### src/rtl/seg7_pkg.sv
// Shared seven-segment helpers: active-high {g..a} glyph table for hex digits 0-F
// and the hexdec lookup. Reused by any block that drives a 7-segment display.
package seg7_pkg;

  localparam logic [6:0] SEG_PAT [16] = '{
    7'h3F, 7'h06, 7'h5B, 7'h4F, 7'h66, 7'h6D, 7'h7D, 7'h07,
    7'h7F, 7'h6F, 7'h77, 7'h7C, 7'h39, 7'h5E, 7'h79, 7'h71
  };

  function automatic logic [6:0] hexdec(input logic [3:0] nib);
    return SEG_PAT[nib];
  endfunction

endpackage

### src/rtl/seg7_prescaler.sv
// Digit-slot prescaler: counts 0..DIV-1 while ena is high and pulses tick on the
// last count. The count holds while ena is low.
module seg7_prescaler #(
  parameter int DIV = 100000
) (
  input  logic clk,
  input  logic rst,
  input  logic ena,
  output logic tick
);

  localparam int CNT_W = $clog2(DIV);
  localparam logic [CNT_W-1:0] LAST = CNT_W'(DIV - 1);

  logic [CNT_W-1:0] count;

  assign tick = ena && (count == LAST);

  // NOTE: sequential state uses non-blocking assignments so every register sees pre-edge values.
  always_ff @(posedge clk) begin
    if (!rst)      count <= '0;
    else if (tick) count <= '0;
    else if (ena)  count <= count + 1'b1;
  end

endmodule

### src/rtl/seg7_scan_mux.sv
// Multi-channel seven-segment scan driver with frame-coherent source snapshot.
// Optional leading-zero blanking is enabled by defining SEG7_LEADING_ZERO_BLANK_EN.
module seg7_scan_mux
  import seg7_pkg::*;
#(
  parameter  int NUM_CH = 4,
  parameter  int DIGITS = 8,
  parameter  int DIV    = 100000,
  localparam int CH_W   = $clog2(NUM_CH)
) (
  input  logic                         clk,
  input  logic                         rst,
  input  logic                         ena,
  input  logic [CH_W-1:0]              ch_sel,
  input  logic [NUM_CH*DIGITS*4-1:0]   ch_data,
  output logic [7:0]                   o_seg,
  output logic [DIGITS-1:0]            o_sel
);

  localparam int CH_BITS = DIGITS * 4;
  localparam int IDX_W   = (DIGITS > 1) ? $clog2(DIGITS) : 1;
  localparam logic [IDX_W-1:0] LAST_IDX = IDX_W'(DIGITS - 1);

  logic               tick;
  logic [IDX_W-1:0]   digit_idx;
  logic [CH_BITS-1:0] snapshot;
  logic [CH_BITS-1:0] src;
  logic               first_load;
  logic               load;
  logic               blank;
  logic [3:0]         nibble;
  logic [7:0]         seg_next;

  seg7_prescaler #(.DIV(DIV)) u_prescaler (
    .clk  (clk),
    .rst  (rst),
    .ena  (ena),
    .tick (tick)
  );

  // Out-of-range selects fall back to channel 0.
  // NOTE: give every always_comb output a default first so no latch is inferred.
  always_comb begin
    src = ch_data[CH_BITS-1:0];
    for (int c = 1; c < NUM_CH; c++) begin
      if (ch_sel == CH_W'(c)) src = ch_data[c*CH_BITS +: CH_BITS];
    end
  end

  assign load = ena && (first_load || (tick && (digit_idx == LAST_IDX)));

  always_ff @(posedge clk) begin
    if (!rst)      digit_idx <= '0;
    else if (tick) digit_idx <= (digit_idx == LAST_IDX) ? '0 : digit_idx + 1'b1;
  end

  // first_load makes the display valid on the first enabled clock after reset.
  always_ff @(posedge clk) begin
    if (!rst) begin
      snapshot   <= '0;
      first_load <= 1'b1;
    end else begin
      if (load) snapshot <= src;
      if (ena)  first_load <= 1'b0;
    end
  end

`ifdef SEG7_LEADING_ZERO_BLANK_EN
  logic [IDX_W-1:0] lz;
  logic [IDX_W-1:0] lz_next;

  always_comb begin
    lz_next = '0;
    for (int d = 1; d < DIGITS; d++) begin
      if (src[d*4 +: 4] != 4'h0) lz_next = IDX_W'(d);
    end
  end

  always_ff @(posedge clk) begin
    if (!rst)      lz <= '0;
    else if (load) lz <= lz_next;
  end

  assign blank = (digit_idx > lz);
`else
  assign blank = 1'b0;
`endif

  assign nibble   = snapshot[{digit_idx, 2'b00} +: 4];
  assign seg_next = blank ? 8'hFF : ~{1'b0, hexdec(nibble)};

  always_ff @(posedge clk) begin
    if (!rst || !ena) begin
      o_seg <= 8'hFF;
      o_sel <= '1;
    end else begin
      o_seg <= seg_next;
      o_sel <= ~(DIGITS'(1) << digit_idx);
    end
  end

endmodule
### config.mk
export PLATFORM = sky130hd
export DESIGN_NAME = seg7_scan_mux
export DESIGN_NICKNAME = d
export VERILOG_FILES = /design/src/rtl/seg7_pkg.sv /design/src/rtl/seg7_prescaler.sv /design/src/rtl/seg7_scan_mux.sv
export SDC_FILE = /design/constraint.sdc
export NUM_CORES = 1
export LEC_CHECK = 0
export ABC_AREA = 1
export CORE_UTILIZATION = 35
export CTS_BUF_LIST = sky130_fd_sc_hd__clkbuf_2 sky130_fd_sc_hd__clkbuf_4 sky130_fd_sc_hd__clkbuf_8
export DETAILED_ROUTE_END_ITERATION = 8
export SYNTH_ARGS = -nofsm -noshare
export SYNTH_HDL_FRONTEND = slang
export SYNTH_SLANG_ARGS = --single-unit
### constraint.sdc
create_clock -name clk -period 2.6 [get_ports clk]
set_clock_uncertainty 0.05 [all_clocks]
set_input_delay 0.26 -clock clk [delete_from_list [all_inputs] [get_ports clk]]
set_output_delay 0.26 -clock clk [all_outputs]
set_load 0.01 [all_outputs]
==> results <==
- The minimum setup slack among reg-to-reg paths is 640 ps.
- Along the worst path, the maximum fanout reaches 10.
- The sink count of the clock tree is 68.
- In the final layout, the multi-input gates occupy 2800 um^2.
- STA classifies the critical path startpoint as a register.
- Summed over all nets, the half-perimeter wirelength after detailed placement is 9990 um.
- Buffers inserted during clock tree synthesis total 9.
- The mean routed wirelength per cell is 12.0 um.
- In this run the horizontal extent of the chip is 119 um.
- The number of cells on the critical path is 8.
- For the worst setup path, the data required time is 2800 ps.
- The number of vias per cell after detailed routing is 4.64.
- Summed over its instances, the top area cell type makes up 28.2% of the synthesized netlist area.
- In this run the worst hold path is classified as input pin to register.
- TritonCTS built the clock tree.
- Of the total power, the share spent switching nets is 29.8%.
- Summing the sequential cell areas from Yosys gives 28.2% of the chip area.
- The clock-pin slew of the registers on the worst-case setup and hold paths is 80 ps.
- In this run the post-CTS setup repair buffer count came out at 0.
- The most used cell along the critical path is sky130_fd_sc_hd__nand2_1.
- For the pin with the worst max-slew slack, the measured transition is 659 ps.
- The overall routing resource usage is 19.5%.
- The number of flops mapped to enable cells by yosys is 0.
- The share of flip-flops with an asynchronous set or reset is 0%.
- In the synthesized netlist the dominant register cell turns out to be sky130_fd_sc_hd__dfxtp_1.
- The combinational group share of total power is 26.2%.
- The count of cells along the worst register-to-register path is 8.
- The final layout contains routed wiring with a total length of 13300 um.
- The cell area after technology mapping is 4820 um^2.
- Counting every net in the synthesized netlist gives 951.
- On the critical path, the stage with the largest delay is an instance of sky130_fd_sc_hd__dfxtp_1.
- The share of post-route cells with drive strength above 1 is 7.92%.
- The reg-to-reg critical path startpoint is u_prescaler.count[0].
- The part of the power in the clock network is 29.9%.
- The summed negative setup slack over all endpoints is 0 ps.
- Setup repair after global routing left no endpoint under its margin.
- On the worst path, the slowest cell contributes a delay of 390 ps.
- VDD sags by at most 0.000200 V.
- The run finished with clean final reports.
- The first global-routing pass estimated 22600 um of wire.
- Sorting the synthesized cells by area gives the leading types as sky130_fd_sc_hd__dfxtp_1 28%, sky130_fd_sc_hd__nand3_1 18%, sky130_fd_sc_hd__nand2_1 17%.
- The initial core utilization is 36.1%.
- The net switching power is 766 uW.
- The number of endpoints with negative hold slack in the final report is 0.
- The violation count after the first detailed-routing iteration is 318.
- In this run the tightest slew margin relative to its limit is 56.1%.
- Synthesis handed over a netlist of 805 instances.
- The capturing point of the worst reg2reg path is u_prescaler.count[0].
- The longest clock path from root to sink contains 2 buffers.
- The type of the worst setup path is register to register.
- The count of H-tree levels built during CTS is 3.
- The repair_antennas step left the layout with diodes totalling 0.
- Together, buffers and inverters on the worst path number 1.
- The max-slew violation total from the final report is 0.
- The post-detailed-route DRC marker count is 0.
- Ranked by instance count, the synthesized netlist is headed by 219 x sky130_fd_sc_hd__nand2_1, 175 x sky130_fd_sc_hd__nand3_1, 101 x sky130_fd_sc_hd__inv_1, 68 x sky130_fd_sc_hd__dfxtp_1, 63 x sky130_fd_sc_hd__nor2_1.
- The area growth from synthesis to layout is 35.5%.
- The number of global-route vias before repair is 4730.
- Clock latency on the worst-skew pair, taken at its later pin, is 350 ps.
- The origin of the worst setup path is u_prescaler.count[0].
- The count of buffers added on input and output ports is 147.
- Of all cell types, the one taking the most synthesized area is sky130_fd_sc_hd__dfxtp_1.
- The first-pass iteration count of the detailed router is 5.
- The die height is 119 um.
- The core region is 13300 um^2.
- The synthesized design contains 68 register bits.
- The number of distinct standard cells referenced by the synthesized netlist is 30.
- In this run the remaining antenna-violating nets after routing total 0.
- The analysis attributes to cell leakage a power of 0.00306 uW.
- STA classifies the critical path endpoint as a register.
- The total power divided by cell area is 393 nW/um^2.
- The capturing instance or port of the critical path is u_prescaler.count[0].
- The library cell with the highest instance count after synthesis is sky130_fd_sc_hd__nand2_1.
- The fill cell instance count of the final layout is 1403.
- Of the total power, registers draw 43.9%.
- The fraction of the cycle the final worst path needs is 75.2%.
- Row generation in the floorplan step produced 42 rows.
- A synthesized cell averages 5.99 um^2.
- Including well taps, the total number of placed cells is 1094.
- Global routing finished with a remaining overflow of 0.
- The number of hold-repair buffers added at the cts stage is 0.
- The internal cell power is 1800 uW.
- Setup violations remaining at the end of the flow were counted as 0.
- The number of primary I/O pins is 149.
- In the final layout, flip-flops and latches occupy 1360 um^2.
- Subtracting the final worst setup slack from the clock period gives 1960 ps.
- The cell class contributing the biggest share of worst-path delay is simple AND/OR/NAND/NOR gates.
- The initial antenna violation count is 0.
- The vias after detailed routing is 5146.
- The fmax is 0.511 GHz.
- The count of max-cap constraint violations is 0.
- The die covers 14300 um^2.
- The root buffer cell is sky130_fd_sc_hd__clkbuf_8.
- The critical path goes through ha_1, nand3_1, nor2_1, nand2_1, nand2_1, buf_4, a21oi_1, o21a_1.
- The yosys synthesis warning count is 0.
- The final layout contains 1075 nets.
- Gates resized during post-CTS repair numbered 0.
- The critical path arrival is 2160 ps.
- The number of standard cells in the layout, taps in and fillers out is 1110.
- Entering global routing, the biggest net connects 70 pins.
- The weighted congestion at the end of routability-driven global placement is 0.835.
-- through the flow --
step           setup WS [ps]  power (uW)  utilization, %  instance area (um^2)  hold slack (ps)
4_1_cts                  614        2600            49.0                  6530              156
5_1_grt                  389        2740            49.0                  6530              183
6_report                 645        2560            49.0                  6530              178
2_1_floorplan            746        1530               -                  4820              396
3_5_place_dp             608        1820            47.7                  6360              415
3_3_place_gp             584        1830            47.7                  6360              403
-- cell usage in the layout (no fill, tap or decap), types with 2 or more instances in the layout --
master	count
sky130_fd_sc_hd__inv_2	2
sky130_fd_sc_hd__or2_2	32
sky130_fd_sc_hd__dfxtp_1	68
sky130_fd_sc_hd__nand2_1	219
sky130_fd_sc_hd__inv_1	101
sky130_fd_sc_hd__clkinv_2	2
sky130_fd_sc_hd__o21ai_0	12
sky130_fd_sc_hd__xnor2_1	2
sky130_fd_sc_hd__a21oi_1	43
sky130_fd_sc_hd__nand3_1	175
sky130_fd_sc_hd__nor3_1	3
sky130_fd_sc_hd__clkdlybuf4s50_1	146
sky130_fd_sc_hd__nor2_1	63
sky130_fd_sc_hd__nand2_2	2
sky130_fd_sc_hd__clkinvlp_4	3
sky130_fd_sc_hd__nand4_1	3
sky130_fd_sc_hd__buf_4	14
sky130_fd_sc_hd__xor2_1	6
sky130_fd_sc_hd__clkbuf_8	9
sky130_fd_sc_hd__nor2_4	3
sky130_fd_sc_hd__ha_1	13
-- kinds of logic after synthesis --
| logic type | after synthesis | share of synthesized area, % |
|---|---|---|
| other cells | 1 | 0.0778 |
| xor+xnor | 8 | 1.45 |
| simple gates | 504 | 47.0 |
| fa+ha+maj | 13 | 3.37 |
| buf+inv | 153 | 13.8 |
| compound gates | 58 | 6.15 |
| flops | 68 | 28.2 |
-- flip-flops by register name (all words and copies together) (netlist names) --
name / count
snapshot: 32
u_prescaler.count: 17
o_sel: 8
o_seg: 7
digit_idx: 3
first_load: 1
-- worst min-delay path by stage --
stage	startpoint	to	slack, ps	cells past startpoint
global route	ena	u_prescaler.count[16]	180	3
detailed placement	snapshot[5]	snapshot[5]	410	2
CTS	ena	u_prescaler.count[16]	160	3
finish	ena	u_prescaler.count[16]	180	3
global placement	snapshot[5]	snapshot[5]	400	2
floorplan	snapshot[28]	snapshot[28]	400	2
-- cell type report --
| type | instances | area share [%] |
|---|---|---|
| multi-input cells | 584 | 42.8 |
| repair buffers | 162 | 24.4 |
| flip-flops and latches | 68 | 20.8 |
| inverters | 104 | 5.97 |
| well taps | 176 | 3.37 |
| clock buffers | 10 | 2.01 |
| clock inverters | 6 | 0.632 |
-- worst reg2reg max path, cell delays in order (launching register included) --
cell and delay, ps:
sky130_fd_sc_hd__dfxtp_1 390, sky130_fd_sc_hd__ha_1 210, sky130_fd_sc_hd__nand3_1 80, sky130_fd_sc_hd__nor2_1 280, sky130_fd_sc_hd__nand2_1 180, sky130_fd_sc_hd__nand2_1 250
sky130_fd_sc_hd__buf_4 220, sky130_fd_sc_hd__a21oi_1 50, sky130_fd_sc_hd__o21a_1 130
-- routing by layer --
metal	global-route usage (%)	part of all wire, %	vias to the layer above
met5	0	0	-
met4	6.56	1.5	0
met3	4.36	6.2	16
met2	28.9	43	155
met1	27.7	49	2202
li1	-	-	2773
-- power by group through the flow --
stage	registers [uW]	logic (uW)	clock network (uW)
2_1_floorplan	1150	381	0
3_3_place_gp	1150	676	0
3_5_place_dp	1150	674	0
4_1_cts	1130	676	801
5_1_grt	1130	761	847
6_report	1130	671	767
No activity file was read; power rests on OpenSTA's default activity.
==> RTL edit 1, RTL diff (same settings) <==
Add an input register stage for `ena`, `ch_sel` and `ch_data`, without a reset; this delays them by one clock.
--- a/src/rtl/seg7_scan_mux.sv
+++ b/src/rtl/seg7_scan_mux.sv
@@ -21,6 +21,16 @@
   localparam int IDX_W   = (DIGITS > 1) ? $clog2(DIGITS) : 1;
   localparam logic [IDX_W-1:0] LAST_IDX = IDX_W'(DIGITS - 1);
 
+  logic ena_q;
+  logic [CH_W-1:0] ch_sel_q;
+  logic [NUM_CH*DIGITS*4-1:0] ch_data_q;
+
+  always_ff @(posedge clk) begin
+    ena_q     <= ena;
+    ch_sel_q  <= ch_sel;
+    ch_data_q <= ch_data;
+  end
+
   logic               tick;
   logic [IDX_W-1:0]   digit_idx;
   logic [CH_BITS-1:0] snapshot;
@@ -34,20 +44,20 @@
   seg7_prescaler #(.DIV(DIV)) u_prescaler (
     .clk  (clk),
     .rst  (rst),
-    .ena  (ena),
+    .ena  (ena_q),
     .tick (tick)
   );
 
   // Out-of-range selects fall back to channel 0.
   // NOTE: give every always_comb output a default first so no latch is inferred.
   always_comb begin
-    src = ch_data[CH_BITS-1:0];
+    src = ch_data_q[CH_BITS-1:0];
     for (int c = 1; c < NUM_CH; c++) begin
-      if (ch_sel == CH_W'(c)) src = ch_data[c*CH_BITS +: CH_BITS];
+      if (ch_sel_q == CH_W'(c)) src = ch_data_q[c*CH_BITS +: CH_BITS];
     end
   end
 
-  assign load = ena && (first_load || (tick && (digit_idx == LAST_IDX)));
+  assign load = ena_q && (first_load || (tick && (digit_idx == LAST_IDX)));
 
   always_ff @(posedge clk) begin
     if (!rst)      digit_idx <= '0;
@@ -61,7 +71,7 @@
       first_load <= 1'b1;
     end else begin
       if (load) snapshot <= src;
-      if (ena)  first_load <= 1'b0;
+      if (ena_q)  first_load <= 1'b0;
     end
   end
 
@@ -90,7 +100,7 @@
   assign seg_next = blank ? 8'hFF : ~{1'b0, hexdec(nibble)};
 
   always_ff @(posedge clk) begin
-    if (!rst || !ena) begin
+    if (!rst || !ena_q) begin
       o_seg <= 8'hFF;
       o_sel <= '1;
     end else begin
Function: changed (a bounded check fails within 4 cycles, from zero or initial values and one cycle with rst low).
==> RTL edit 1 against the unedited design <==
Cell area increased by 45%. Routed wire length rose by 24%. Setup slack got worse by 0.18 ns. Synthesized cell count rose by 16%. Die area grew 53%. Global-route usage down 3.5 points. Sequential cell count increased by 131. Area after synthesis rose by 54%. Utilization is 2.9 points lower. Total power up 130%. Sequential share of layout area grew 21 points. Critical endpoint is now o_seg[5]. Highest routed layer unchanged.
==> RTL edit 1: results <==
[yosys]
ys_top_cells_by_count = 219 x sky130_fd_sc_hd__nand2_1, 199 x sky130_fd_sc_hd__dfxtp_1, 174 x sky130_fd_sc_hd__nand3_1
synth.top_cells.by_area = sky130_fd_sc_hd__dfxtp_1 54%, sky130_fd_sc_hd__nand3_1 12%, sky130_fd_sc_hd__nand2_1 11%
netlist_instances = 935
synthXorXnorAreaFrac = 0.0106
post_synthesis_adder_cell_area_fraction = 0.0219
seq_area_frac_synth = 0.536
net_count_synth = 1081

[hold_path]
min_delay_src = ch_data[118]
worstHoldEndpoint = ch_data_q[118]
hold-path-cell-count = 1

[drt]
number_of_design_rule_violations_left_by_the_first_detailed_router_iteration = 250
total_detailed_routing_wirelength_mm = 16.5
wirelength_met1_mm = 7.90
post_drt_via_cell_ratio = 4.40

[place]
finalWeightedCongestion = 0.890
half_perimeter_wire_length_after_placement_mm = 12.0
preCtsSetupSlack_ns = 0.495

[grt]
global_route.usage.met2 = 0.259
gr-usage-met1 = 0.205
global_route.usage.met3 = 0.0475
grt_max_degree = 71
first_global_vias = 5617
total_global_route_track_usage = 0.160

[critical_path]
cp_max_fo = 12
worst_r2r_path_depth = 11
timing.rr.start = digit_idx[1]
crit_path_capture = o_seg[5]
r2r_slack_ns = 0.47

[cells_and_area]
num-fill-cells = 2109
post_route_cells_drive_above_1_share = 0.0801

[cts]
numCtsBuffers = 17
clock_slew_at_the_register_clock_pins_of_the_worst_setup_and_hold_paths_ns = 0.11
clkLatencyLatePin_ns = 0.47
cts.htree.levels = 4

[outcome]
status = finished clean

[timing]
clock.fmax_mhz = 469
RTL edit 1: cell types whose count changed after synthesis, sizes merged:
cell | before | now
dfxtp | 68 | 199
nor2 | 67 | 72
buf | 33 | 36
clkbuf | 16 | 13
inv | 103 | 100
a21oi | 43 | 41
nand2 | 222 | 224
nand3b | 0 | 2
nor3 | 3 | 1
o21ai | 12 | 10
a31oi | 1 | 0
nand3 | 176 | 175
xnor2 | 2 | 3
RTL edit 1: final cells by class:
class / count / area (µm²) / area share
sequential: 199 / 3990 / 0.421
multi-input combinational: 586 / 2790 / 0.294
timing repair buffer: 157 / 1580 / 0.167
inverter: 101 / 379 / 0.0400
tap: 270 / 338 / 0.0357
clock buffer: 18 / 248 / 0.0262
clock inverter: 13 / 149 / 0.0157
RTL edit 1: power breakdown:
group	switching [mW]	internal, mW	total (mW)
logic	0.327	0.351	0.679
registers	0.0558	3.21	3.27
clock network	1.19	0.750	1.94
==> RTL edit 2, RTL diff (same flow settings) <==
Made on the original files. Set the parameter `NUM_CH` to 2 (it was 4).
--- a/src/rtl/seg7_scan_mux.sv
+++ b/src/rtl/seg7_scan_mux.sv
@@ -3,7 +3,7 @@
 module seg7_scan_mux
   import seg7_pkg::*;
 #(
-  parameter  int NUM_CH = 4,
+  parameter  int NUM_CH = 2,
   parameter  int DIGITS = 8,
   parameter  int DIV    = 100000,
   localparam int CH_W   = $clog2(NUM_CH)
Interface: changed (resized ch_data and ch_sel); port bits go from 149 to 84. No check against the original RTL was run, so the function may have changed too.
==> RTL edit 2 against the unedited design <==
Cell area fell by 26%. Setup slack got worse by 0.12 ns. Area after synthesis fell by 23%. Total power fell by 3.1%. Routed wire length fell by 38%. Utilization fell by 2.2 points. Global-route usage fell by 3.2 points. Sequential cell count did not move. Critical path type unchanged. Highest routed layer unchanged.
==> RTL edit 2: results <==
[place]
placed_cell_area_um2 = 4600
finalWeightedCongestion = 0.829
dp_cells = 731
port_buffers = 82
half_perimeter_wire_length_after_placement_mm = 6.05
preCtsSetupSlack_ns = 0.470

[grt]
global_route.usage.met3 = 0.0455
grt_max_degree = 65
grt_pass1_wl_mm = 14.7
gr-usage-met1 = 0.199
global_route.usage.met2 = 0.279
first_global_vias = 3338

[yosys]
net_count_synth = 613
synth_compound_gate_area_share = 0.0401
ys_top_cells_by_count = 149 x sky130_fd_sc_hd__nand2_1, 89 x sky130_fd_sc_hd__nor2_1, 68 x sky130_fd_sc_hd__dfxtp_1
synth.top_cells.by_area = sky130_fd_sc_hd__dfxtp_1 37%, sky130_fd_sc_hd__nand2_1 15%, sky130_fd_sc_hd__mux2_2 9.7%
post_synthesis_adder_cell_area_fraction = 0.0438
synth.avg_cell_area_um2 = 6.98
synth.area.mux_share = 0.0971

[critical_path]
crit_arrival_ns = 2.23
critical_path.max_stage_delay_ns = 0.59
worst_r2r_path_depth = 10
critPathLaunch = digit_idx[1]
cp_max_fo = 11
r2r_slack_ns = 0.53
crit_path_capture = o_seg[3]

[drt]
number_of_design_rule_violations_left_by_the_first_detailed_router_iteration = 148
post_drt_via_cell_ratio = 4.54

[timing]
post-route-period-util = 0.796
max_slew_margin = 0.585

[outcome]
status = finished clean

[hold_path]
min_delay_src = u_prescaler.count[16]
-- RTL edit 2: changes by cell type after synthesis, sizes merged, moves of 4 or more --
cell / change
nand3: -128
nor2: +25
inv: -48
mux2: +32
buf: -14
clkbuf: -11
a21oi: -30
nand2: -69
or2: -30
o211ai: +4
o21ai: -4
-- RTL edit 2: per-stage QoR --
step	power, mW	util
floorplan	1.37	-
global placement	1.52	0.446
global route	2.62	0.468
CTS	2.52	0.468
detailed placement	1.53	0.446
finish	2.48	0.468
-- RTL edit 2: metal layers --
layer / vias up / share of wire
met5: - / 0
met4: 0 / 0.013
met3: 10 / 0.051
met2: 78 / 0.45
met1: 1499 / 0.48
li1: 1805 / -
-- RTL edit 2: area by class of cell --
type,count,area [µm²]
Clock buffer,12,153
Tap cell,136,170
Multi-Input combinational cell,385,2010
Sequential cell,68,1360
Fill cell,1043,5490
Inverter,55,209
Clock inverter,4,72.6
Timing Repair Buffer,87,858
